===== src/rtl/delay_tap_pkg.sv =====
// Shared types and helpers for the delay tap scheduler slice.
// The tap width constant is sized so it can hold MAX_TAP itself, not just MAX_TAP-1.
package delay_tap_pkg;

  localparam int MAX_TAP_DEFAULT = 16;
  localparam int TAP_W_DEFAULT   = $clog2(MAX_TAP_DEFAULT + 1);

  typedef enum logic {
    RUN,
    SETTLE
  } state_t;

  function automatic logic tap_legal(input int tap, input int max_tap);
    return (tap >= 1) && (tap <= max_tap);
  endfunction

endpackage


===== src/rtl/delay_shift_chain.sv =====
// Single-bit DFF chain with synchronous clear and shift enable.
// Clear takes priority over shifting, so the input bit is dropped on a clear edge.
module delay_shift_chain #(
  parameter int DEPTH = 16
) (
  input  logic             clk,
  input  logic             rst,
  input  logic             en,
  input  logic             clr,
  input  logic             din,
  output logic [DEPTH-1:0] q
);

  always_ff @(posedge clk) begin
    if (rst || clr) begin
      q <= '0;
    end else if (en) begin
      q <= {q[DEPTH-2:0], din};
    end
  end

endmodule


===== src/rtl/delay_tap_scheduler.sv =====
// Runtime-configurable delay line: owns the tap register, flushes the chain on every
// accepted tap change and holds out_valid low until the chain has refilled.
module delay_tap_scheduler
  import delay_tap_pkg::*;
#(
  parameter int MAX_TAP     = MAX_TAP_DEFAULT,
  parameter int TAP_W       = TAP_W_DEFAULT,
  parameter int DEFAULT_TAP = 3
) (
  input  logic             clk,
  input  logic             rst,
  input  logic             in,
  input  logic             en,
  input  logic             cfg_valid,
  input  logic [TAP_W-1:0] cfg_tap,
  output logic             cfg_ready,
  output logic             cfg_err,
  output logic             delayed,
  output logic             out_valid,
  output logic             busy,
  output logic [TAP_W-1:0] cur_tap
);

  state_t             state_q, state_d;
  logic [TAP_W-1:0]   tap_q, tap_d;
  logic [TAP_W-1:0]   cnt_q, cnt_d;
  logic               err_q, err_d;
  logic               clr;
  logic               tap_bit;
  logic [MAX_TAP-1:0] chain_q;

  // Every handshake in RUN completes; illegal taps only raise a one-cycle error.
  always_comb begin
    state_d = state_q;
    tap_d   = tap_q;
    cnt_d   = cnt_q;
    err_d   = 1'b0;
    clr     = 1'b0;
    case (state_q)
      RUN: begin
        if (cfg_valid) begin
          if (tap_legal(int'(cfg_tap), MAX_TAP)) begin
            tap_d   = cfg_tap;
            cnt_d   = cfg_tap;
            clr     = 1'b1;
            state_d = SETTLE;
          end else begin
            err_d = 1'b1;
          end
        end
      end
      SETTLE: begin
        if (en) begin
          cnt_d = cnt_q - TAP_W'(1);
          if (cnt_q == TAP_W'(1)) begin
            state_d = RUN;
          end
        end
      end
    endcase
  end

  always_ff @(posedge clk) begin
    if (rst) begin
      state_q <= SETTLE;
      tap_q   <= TAP_W'(DEFAULT_TAP);
      cnt_q   <= TAP_W'(DEFAULT_TAP);
      err_q   <= 1'b0;
    end else begin
      state_q <= state_d;
      tap_q   <= tap_d;
      cnt_q   <= cnt_d;
      err_q   <= err_d;
    end
  end

  delay_shift_chain #(
    .DEPTH(MAX_TAP)
  ) u_chain (
    .clk (clk),
    .rst (rst),
    .en  (en),
    .clr (clr),
    .din (in),
    .q   (chain_q)
  );

  // Tap select as a compare loop so the index width never depends on MAX_TAP being a power of two.
  always_comb begin
    tap_bit = 1'b0;
    for (int i = 0; i < MAX_TAP; i++) begin
      if (tap_q == TAP_W'(i + 1)) begin
        tap_bit = chain_q[i];
      end
    end
  end

  // out_valid is exactly "in RUN": entering SETTLE drops it, leaving SETTLE raises it.
  assign cfg_ready = (state_q == RUN);
  assign out_valid = (state_q == RUN);
  assign busy      = (state_q == SETTLE);
  assign delayed   = out_valid & tap_bit;
  assign cur_tap   = tap_q;
  assign cfg_err   = err_q;

endmodule


===== config.mk =====
export PLATFORM = sky130hd
export DESIGN_NAME = delay_tap_scheduler
export DESIGN_NICKNAME = d
export VERILOG_FILES = /design/src/rtl/delay_tap_pkg.sv /design/src/rtl/delay_shift_chain.sv /design/src/rtl/delay_tap_scheduler.sv
export SDC_FILE = /design/constraint.sdc
export NUM_CORES = 1
export LEC_CHECK = 0
export ABC_AREA = 1
export CAP_MARGIN = 5
export CORE_ASPECT_RATIO = 1.25
export CORE_MARGIN = 2
export CORE_UTILIZATION = 44
export DETAILED_ROUTE_END_ITERATION = 8
export PLACE_DENSITY = 0.66
export SYNTH_ARGS = -nofsm -noshare
export SYNTH_HDL_FRONTEND = slang
export SYNTH_SLANG_ARGS = --single-unit

===== constraint.sdc =====
create_clock -name clk -period 3.9 [get_ports clk]
set_input_delay 0.585 -clock clk [delete_from_list [all_inputs] [get_ports clk]]
set_output_delay 0.585 -clock clk [all_outputs]
set_load 0.02 [all_outputs]

Word level (Yosys, flattened, before mapping) --
Cells that the tools add are included. W data, S select, Z words.
Storage, ports and cells: word-level logic and storage cells 63, input bits 10, register bits 28, output and inout port bits 10
Operators by class: reduce and logical (&&, ||, !) cells 5, $add $sub $neg 1, order comparisons 2, bitwise logic cells 3, equal/unequal tests 20, muxes and demuxes 27
Operators by type and width (number):
- $eq A5 B4 Y1 const B | 8
- $mux W1 | 22
- $eq A5 B3 Y1 const B | 4
- $mux W5 | 3
- $eq A5 B1 Y1 const B | 2
- $eq A5 B2 Y1 const B | 2
- $pmux W5 S2 | 1
- $reduce_and A3 Y1 | 2
- $eq A5 B5 Y1 const B | 1
- $ge A5 B1 Y1 const B | 1
- $le A5 B5 Y1 const B | 1
- $sub A5 B1 Y5 const B | 1
- $ne A2 B2 Y1 const B | 2
- $reduce_or A3 Y1 | 1
- $ne A2 B1 Y1 const B | 1
- $not A1 Y1 | 2
- $pmux W1 S2 | 1
- $and A1 B1 Y1 | 1
- $logic_and A1 B1 Y1 | 1
- $logic_or A1 B1 Y1 | 1

Logic depth before layout (Yosys ltp) --
word-level depth 18, gate-level depth with buffers 12, depth with buffers taken out 12

By module --
Synthesis repeated with hierarchy kept, for this count alone.
Unflattened totals: cell total of the unflattened synthesis 229, area, all modules 1540.2 µm²
Modules (own cells, without submodules):
- delay_tap_scheduler | area an instance 844.6 µm², seq. area each 240.2 µm², cells an instance 128, times used 1
- delay_shift_chain | area an instance 695.7 µm², seq. area each 320.3 µm², cells an instance 101, times used 1

Worst setup path after synthesis --
No wires, ideal clock.
path type register -> output, start point register tap_q[1], in the netlist cur_tap[1], end point output port delayed, buffers on the path 0, stages on the path, launching flop included 12, arrival time 1302 ps, data required time 3315 ps, slack 2013 ps, cells stage by stage dfxtp_1 > inv_1 > o21ai_0 > nand2_1 > nand3_1 > nand2_1 > nand2_1 > nand4_1 > nand2_1 > nand4_1 > nand2_1 > inv_1
On the way: longest elaborated chain between the ends 18, elaborated cells between the ends (all ways) 33, those cells by class eq/ne (16); mux (16); bitwise (1)
Ends and longest elaborated chain:
- start: declaration | line delay_tap_scheduler.sv:25 | logic [TAP_W-1:0] tap_q, tap_d;
- start signal: assignment | line delay_tap_scheduler.sv:66 | tap_q <= TAP_W'(DEFAULT_TAP);
- start signal: assignment | line delay_tap_scheduler.sv:71 | tap_q <= tap_d;
- $eq A5 B1 Y1 | line delay_tap_scheduler.sv:92 | if (tap_q == TAP_W'(i + 1)) begin
- $mux W1 (15 in series) | line delay_tap_scheduler.sv:92
- $mux W1 * | line delay_tap_scheduler.sv:92
- $and A1 B1 Y1 * | line delay_tap_scheduler.sv:102 | assign delayed = out_valid & tap_bit;
- end: declaration | line delay_tap_scheduler.sv:18 | output logic delayed,
Mark *: on every way between the ends. The rest lies on a longest branch, timed or not.

Worst setup path in the final report --
start point register tap_q[0], in the netlist cur_tap[0], end point output port delayed
The elaborated chain is that of the path after synthesis.

==> out/results.ini <==
[clock_network]
htreeDepth=1
cts-resized-gates=0
cts_sinks=28
cts_root_buf=clkbuf_8
clkLatencyLatePin_ns=0.28
clk_pin_slew_worst_paths_ns=0.10
clockBufferDepth=2
cts_tree=yes
postCtsSetupBuffers=0
cts_hold_buf=0
cts-buffers-inserted=3

[synthesis]
synth_area_leaders=dfxtp_1 (39%), nand2_1 (14%), a21oi_1 (6.3%)
synth_top_area_cell=dfxtp_1
synthCells=207
synth_commonest_cells=nand2_1 (53), dfxtp_1 (28), inv_1 (24)
yosysTopAreaCellShare_pct=38.9
yosys_warnings=0
synthFlopType=dfxtp_1
synth_most_common_cell=nand2_1
synth.avg_cell_area_sq_um=6.96
synth.net_count=219
syn-cell-area_sq_mm=0.00144
synth_cell_types=27
synth_edf_count=0
seq_area_frac_synth_pct=38.9
synthArstFlopShare_pct=0
ys_seq_elements=28

[worst_hold_path]
hold_path.class=flip-flop to flip-flop

[sta]
setup_viol=0
min_period_ns=2.77
maxSlewHeadroom_pct=59.9
slew_violations=0
rsz0062_at_grt=false
fin_ws_ns=1.13
hold_viol=0
tns_ns=0
fmax_mhz=361
tightest_slew_ns=0.600
timing.final.crit_share_pct=71.1
final.setup_skew_ns=0.00817

[power_and_ir_drop]
ir_drop_uv=201
power_density_mw_per_mm2=354
power_leakage_nw=0.695
power_w=0.000604

[drt]
wl_mm=3.22
routedWlPerCell_um=12.4
vias=1282
via_per_inst=4.93
remaining_drc_errors=0
initialDrtViolationCount=28
antenna_left=0
dr.pass1.iters=4

[grt]
antenna_found_initial=0
grt-ovfl-total=0
grt_max_degree=21
met1_usage_pct=23.0
use_met3_pct=1.97
track_usage_pct=19.3
first_global_vias=1118
grt_pass1_wl_mm=5.12
grtUsageMet2_pct=32.4
busiest_layer=met2

[floorplan]
dieArea_sq_mm=0.00375
rows=23
die_w_um=55.2
initial_core_util_pct=45.5
design.core.area_sq_mm=0.00317
fp.dieH_um=68.0
pin_count=20

[layout]
diodes=0
synthToLayoutAreaGrowth_pct=18.3
drive_gt1_share_pct=8.07
final_area_sq_mm=0.00171
fin_nets=236

[critical_path]
worst_path_most_repeated_cell=nand2_1
arrival_ns=2.19
end_kind=output pin
crit_required_ns=3.31
crit_slowest_cell=clkdlybuf4s50_1
cp_max_fo=7
path_cells=nor2_1 -> nand2_1 -> nor2_1 -> a21oi_1 -> nand2_1 -> nand2_1 -> nand4_1 -> nand2_1 -> nand4_1 -> nand2_1 -> inv_1 -> clkdlybuf4s50_1
critPathMaxStageDelay_ns=0.59
worstSetupPathType=flip-flop to output pin
start_kind=flip-flop

[place]
place_hpwl_mm=2.52
dpl_cell_area_sq_mm=0.00163
dp_slack_ns=1.38
portBuffers=19
gp_congestion=0.926

[job]
drv_cap=0

[outcome]
outcome=complete, no violations

-- critical path, delay by kind of cell (launching register included) --
kind	cells	cell delay [ns]
flops	1	0.39
simple gates	9	0.84
compound gates	1	0.05
buf+inv	2	0.64
-- area by class of cell --
| type | instances | area, sq um |
|---|---|---|
| Fill cell | 325 | 1460 |
| Multi-Input combinational cell | 145 | 736 |
| Sequential cell | 28 | 561 |
| Timing Repair Buffer | 19 | 190 |
| Inverter | 27 | 101 |
| Tap cell | 37 | 46.3 |
| Clock buffer | 3 | 41.3 |
| Clock inverter | 1 | 30.0 |
-- per-layer routing --
layer	vias up	part of all wire, %	routed length, um
met5	-	0	0
met4	0	3.7	119
met3	9	2.1	69
met2	26	49	1580
met1	553	45	1460
li1	694	-	-
-- state kept, by name (all words and copies together), names as in the netlist --
name and flops:
u_chain.q 16, cnt_q 5, cur_tap 5, busy 1
cfg_err 1
-- report_power, final --
part / internal [W] / switching [W]
sequential: 0.000294 / 0.00000878
combinational: 0.0000316 / 0.0000440
clock: 0.000137 / 0.0000879
total: 0.000463 / 0.000141
-- per-stage QoR --
stage,hold WS (ns),util (%),cells
global placement,0.457,51.6,256
detailed placement,0.456,51.6,256
CTS,0.470,53.9,260
floorplan,0.435,-,207
global route,0.488,53.9,260
finish,0.464,53.9,260
-- logic make-up after synthesis --
logic type / share of synthesized area (%)
simple gates: 29.7
compound gates: 17.7
buf+inv: 10.1
flops: 38.9
xor+xnor: 1.22
fa+ha+maj: 1.74
mux: 0.694
-- cells in the final DEF, fill, tap and decap left out --
| master | synthesis | layout |
|---|---|---|
| nand3_1 | 14 | 14 |
| or2_2 | 1 | 1 |
| a21oi_2 | 7 | 7 |
| bufinv_16 | 0 | 1 |
| inv_2 | 2 | 2 |
| nand3_4 | 1 | 1 |
| xnor2_1 | 1 | 1 |
| mux2i_1 | 1 | 1 |
| o21ai_4 | 1 | 1 |
| clkdlybuf4s50_1 | 0 | 19 |
| o21ai_0 | 13 | 13 |
| a21oi_1 | 18 | 18 |
| nand4_1 | 3 | 3 |
| xor2_1 | 1 | 1 |
| ha_1 | 2 | 2 |
| nand2_4 | 1 | 1 |
| nand2_1 | 53 | 53 |
| nor2_1 | 21 | 21 |
| or2_1 | 1 | 1 |
| nor3_2 | 1 | 1 |
| dfxtp_1 | 28 | 28 |
| clkinv_1 | 1 | 1 |
| o211ai_1 | 3 | 3 |
| nor3_1 | 2 | 2 |
| inv_1 | 24 | 24 |
| clkbuf_8 | 0 | 3 |
-- path summary, 6_finish.rpt --
| check | slack [ns] | end | startpoint | cells after the start |
|---|---|---|---|---|
| max | 1.13 | delayed | cur_tap[0] | 12 |
| min | 0.46 | u_chain.q[4] | u_chain.q[3] | 2 |
| max reg2reg | 2.25 | cnt_q[2] | busy | 5 |
| min reg2reg | 0.46 | u_chain.q[4] | u_chain.q[3] | 2 |
(Power assumes the default switching activity.)
==> variant (same settings) <==
Put one more register stage on the output `cfg_err`, with the module's reset. The value now appears one clock later. The other outputs are not delayed to match.
--- a/src/rtl/delay_tap_scheduler.sv
+++ b/src/rtl/delay_tap_scheduler.sv
@@ -101,7 +101,13 @@
   assign busy      = (state_q == SETTLE);
   assign delayed   = out_valid & tap_bit;
   assign cur_tap   = tap_q;
-  assign cfg_err   = err_q;
+  always_ff @(posedge clk) begin
+    if (rst) begin
+      cfg_err <= '0;
+    end else begin
+      cfg_err <= err_q;
+    end
+  end
 
 endmodule
 
Formal check against the unedited RTL: not equivalent (Yosys sat finds a counterexample within 10 cycles, from zero or initial values and one cycle with rst high).
==> variant against the unedited design <==
Fmax rose by 1.7%. Synthesized cell count rose by 0.48%. Sequential cell count grew 1. Final area increased by 2.3%. Total power rose by 3.6%. Setup slack better by 46 ps. Area after synthesis up 1.7%. Routed wire length rose by 4.5%.
==> variant: results (changes against the unedited design) <==
{| class="wikitable"
! Metric !! Value
|-
| # Post-CTS Setup Buffers || 0 (unchanged)
|-
| Number of instances resized during post-cts repair || 0 (unchanged)
|-
| Worst-case vdd ir drop || 0.208 mV (+3.3%)
|-
| Routed length on met1 || 1440 µm (-1.2%)
|-
| First DRT Iteration DRCs || 44 (+57%)
|-
| Maximum number of pins on one net before global-route repair || 21 (unchanged)
|-
| Type of the tightest min-delay check || register to register
|-
| Diodes inserted || 0 (unchanged)
|-
| Clock buffer depth || 2 (unchanged)
|-
| Detail Route met2 WL || 1750 µm (+11%)
|-
| Largest register FFs || 16 (unchanged)
|-
| Vias in the first global route || 1211 (+8.3%)
|-
| Proportion of register bits with asynchronous set or reset after synthesis || 0% (unchanged)
|-
| Half-perimeter wire length of the detailed placement result || 2480 µm (-1.5%)
|-
| Result of the run || finished, final reports clean
|-
| Count of H-tree levels built during CTS || 2 (+1)
|-
| Slew margin rel. || 57.7% (-2.2 points)
|-
| Number of nets in the finished design || 239 (+1.3%)
|-
| Sequential-to-total area share from yosys stat || 39.6% (+0.70 points)
|-
| Post-Syn Nets || 220 (+0.46%)
|-
| Met3 wire length || 103 µm (+49%)
|-
| CTS root buf || clkbuf_8
|-
| Port Buffers || 19 (unchanged)
|-
| Worst-skew pair later-pin latency || 280 ps (about the same)
|-
| Cells taking the most area after synthesis || dfxtp_1 40%, nand2_1 14%, a21oi_1 6.5%
|-
| Most used standard cells in the synthesized netlist || 53 x nand2_1, 29 x dfxtp_1, 24 x inv_1
|-
| Placed standard-cell area || 0.00166 mm² (+1.8%)
|-
| Ratio of cells with drive above 1 in the final layout || 10.1% (+2.0 points)
|-
| Most instantiated flip-flop cell in the synthesis netlist || dfxtp_1
|-
| Worst-path clk slew || 60 ps (-40 ps)
|-
| Arrival time of data at the critical path endpoint || 2140 ps (-50 ps)
|-
| Mean routed wirelength per cell || 12.7 µm (+2.6%)
|-
| Total global-route track usage || 19.5% (+0.17 points)
|-
| Detailed-router iteration count before antenna repair || 4 (unchanged)
|-
| Yosys Warn Count || 0 (unchanged)
|-
| Worst Clk Skew || 5.33 ps (-2.85 ps)
|-
| Static leakage power || 0.733 nW (+5.5%)
|-
| Via density per instance || 5.09 (+3.2%)
|-
| Wire length of the first global-routing pass || 5550 µm (+8.4%)
|-
| Top metal layer carrying routed signals || met4
|-
| FILL cells || 301 (-7.4%)
|-
| Number of antenna violations at the first check in global routing || 0 (unchanged)
|-
| Register ranked first by flip-flop count || u_chain.q
|-
| Global placement routability congestion || 0.848 (-8.5%)
|-
| Max Fanout on Critical Path || 7 (unchanged)
|-
| Cell variety after synth || 26 (-3.7%)
|-
| Placement Setup Slack || 1320 ps (-60.1 ps)
|-
| CTS Buf Count || 5 (+2)
|}
variant: through the flow:
stage | instances | hold slack (ps) | utilization [%] | total power, mW
after floorplan | 208 | 388 | - | 0.372
after global placement | 257 | 394 | 52.1 | 0.397
after detailed placement | 257 | 402 | 52.1 | 0.398
after CTS | 265 | 410 | 54.6 | 0.630
after global routing | 265 | 423 | 54.6 | 0.654
final | 265 | 407 | 54.6 | 0.625
variant: final timing paths:
path         cells after the start       start  slack [ps]        to
max                              9  cur_tap[1]        1170   delayed
min                              2       err_q         410   cfg_err
max reg2reg                      5        busy        2350  cnt_q[4]
min reg2reg                      2       err_q         410   cfg_err
variant: cell type report:
type                            count  area, µm²  area share (%)
Multi-Input combinational cell    146        748            42.9
Sequential cell                    29        581            33.3
Timing Repair Buffer               19        190            10.9
Inverter                           26       97.6            5.59
Clock buffer                        6       72.6            4.16
Tap cell                           37       46.3            2.65
Clock inverter                      2       10.0           0.573
variant: kinds of logic (layout without fill, tap and decap cells):
group / Yosys count / after routing / synth area share, %
AO/OA/AOI/OAI: 41 / 41 / 17.6
XOR/XNOR: 2 / 2 / 1.19
adder cells (fa/ha/maj): 2 / 2 / 1.71
buffers and inverters: 33 / 53 / 9.39
flip-flops: 29 / 29 / 39.6
multiplexers: 1 / 1 / 0.683
AND/OR/NAND/NOR: 100 / 100 / 29.9
variant: worst max-delay path: stages (launching register included):
cell             delay [ps]
dfxtp_1                 440
inv_1                   120
nor3_1                  280
nand3_1                 120
nand4_1                 110
nand2_1                  50
nand4_1                  60
nand2_1                  50
inv_1                    40
clkdlybuf4s50_1         590
variant: routing by layer:
layer,global-route usage [%],vias to the layer above
li1,-,713
met1,22.1,603
met2,34.1,26
met3,4.10,6
met4,11.9,0
met5,0,-
variant: report_power, final:
group,switching (mW),internal (mW)
Sequential,0.0105,0.305
Combinational,0.0438,0.0318
Clock,0.111,0.123
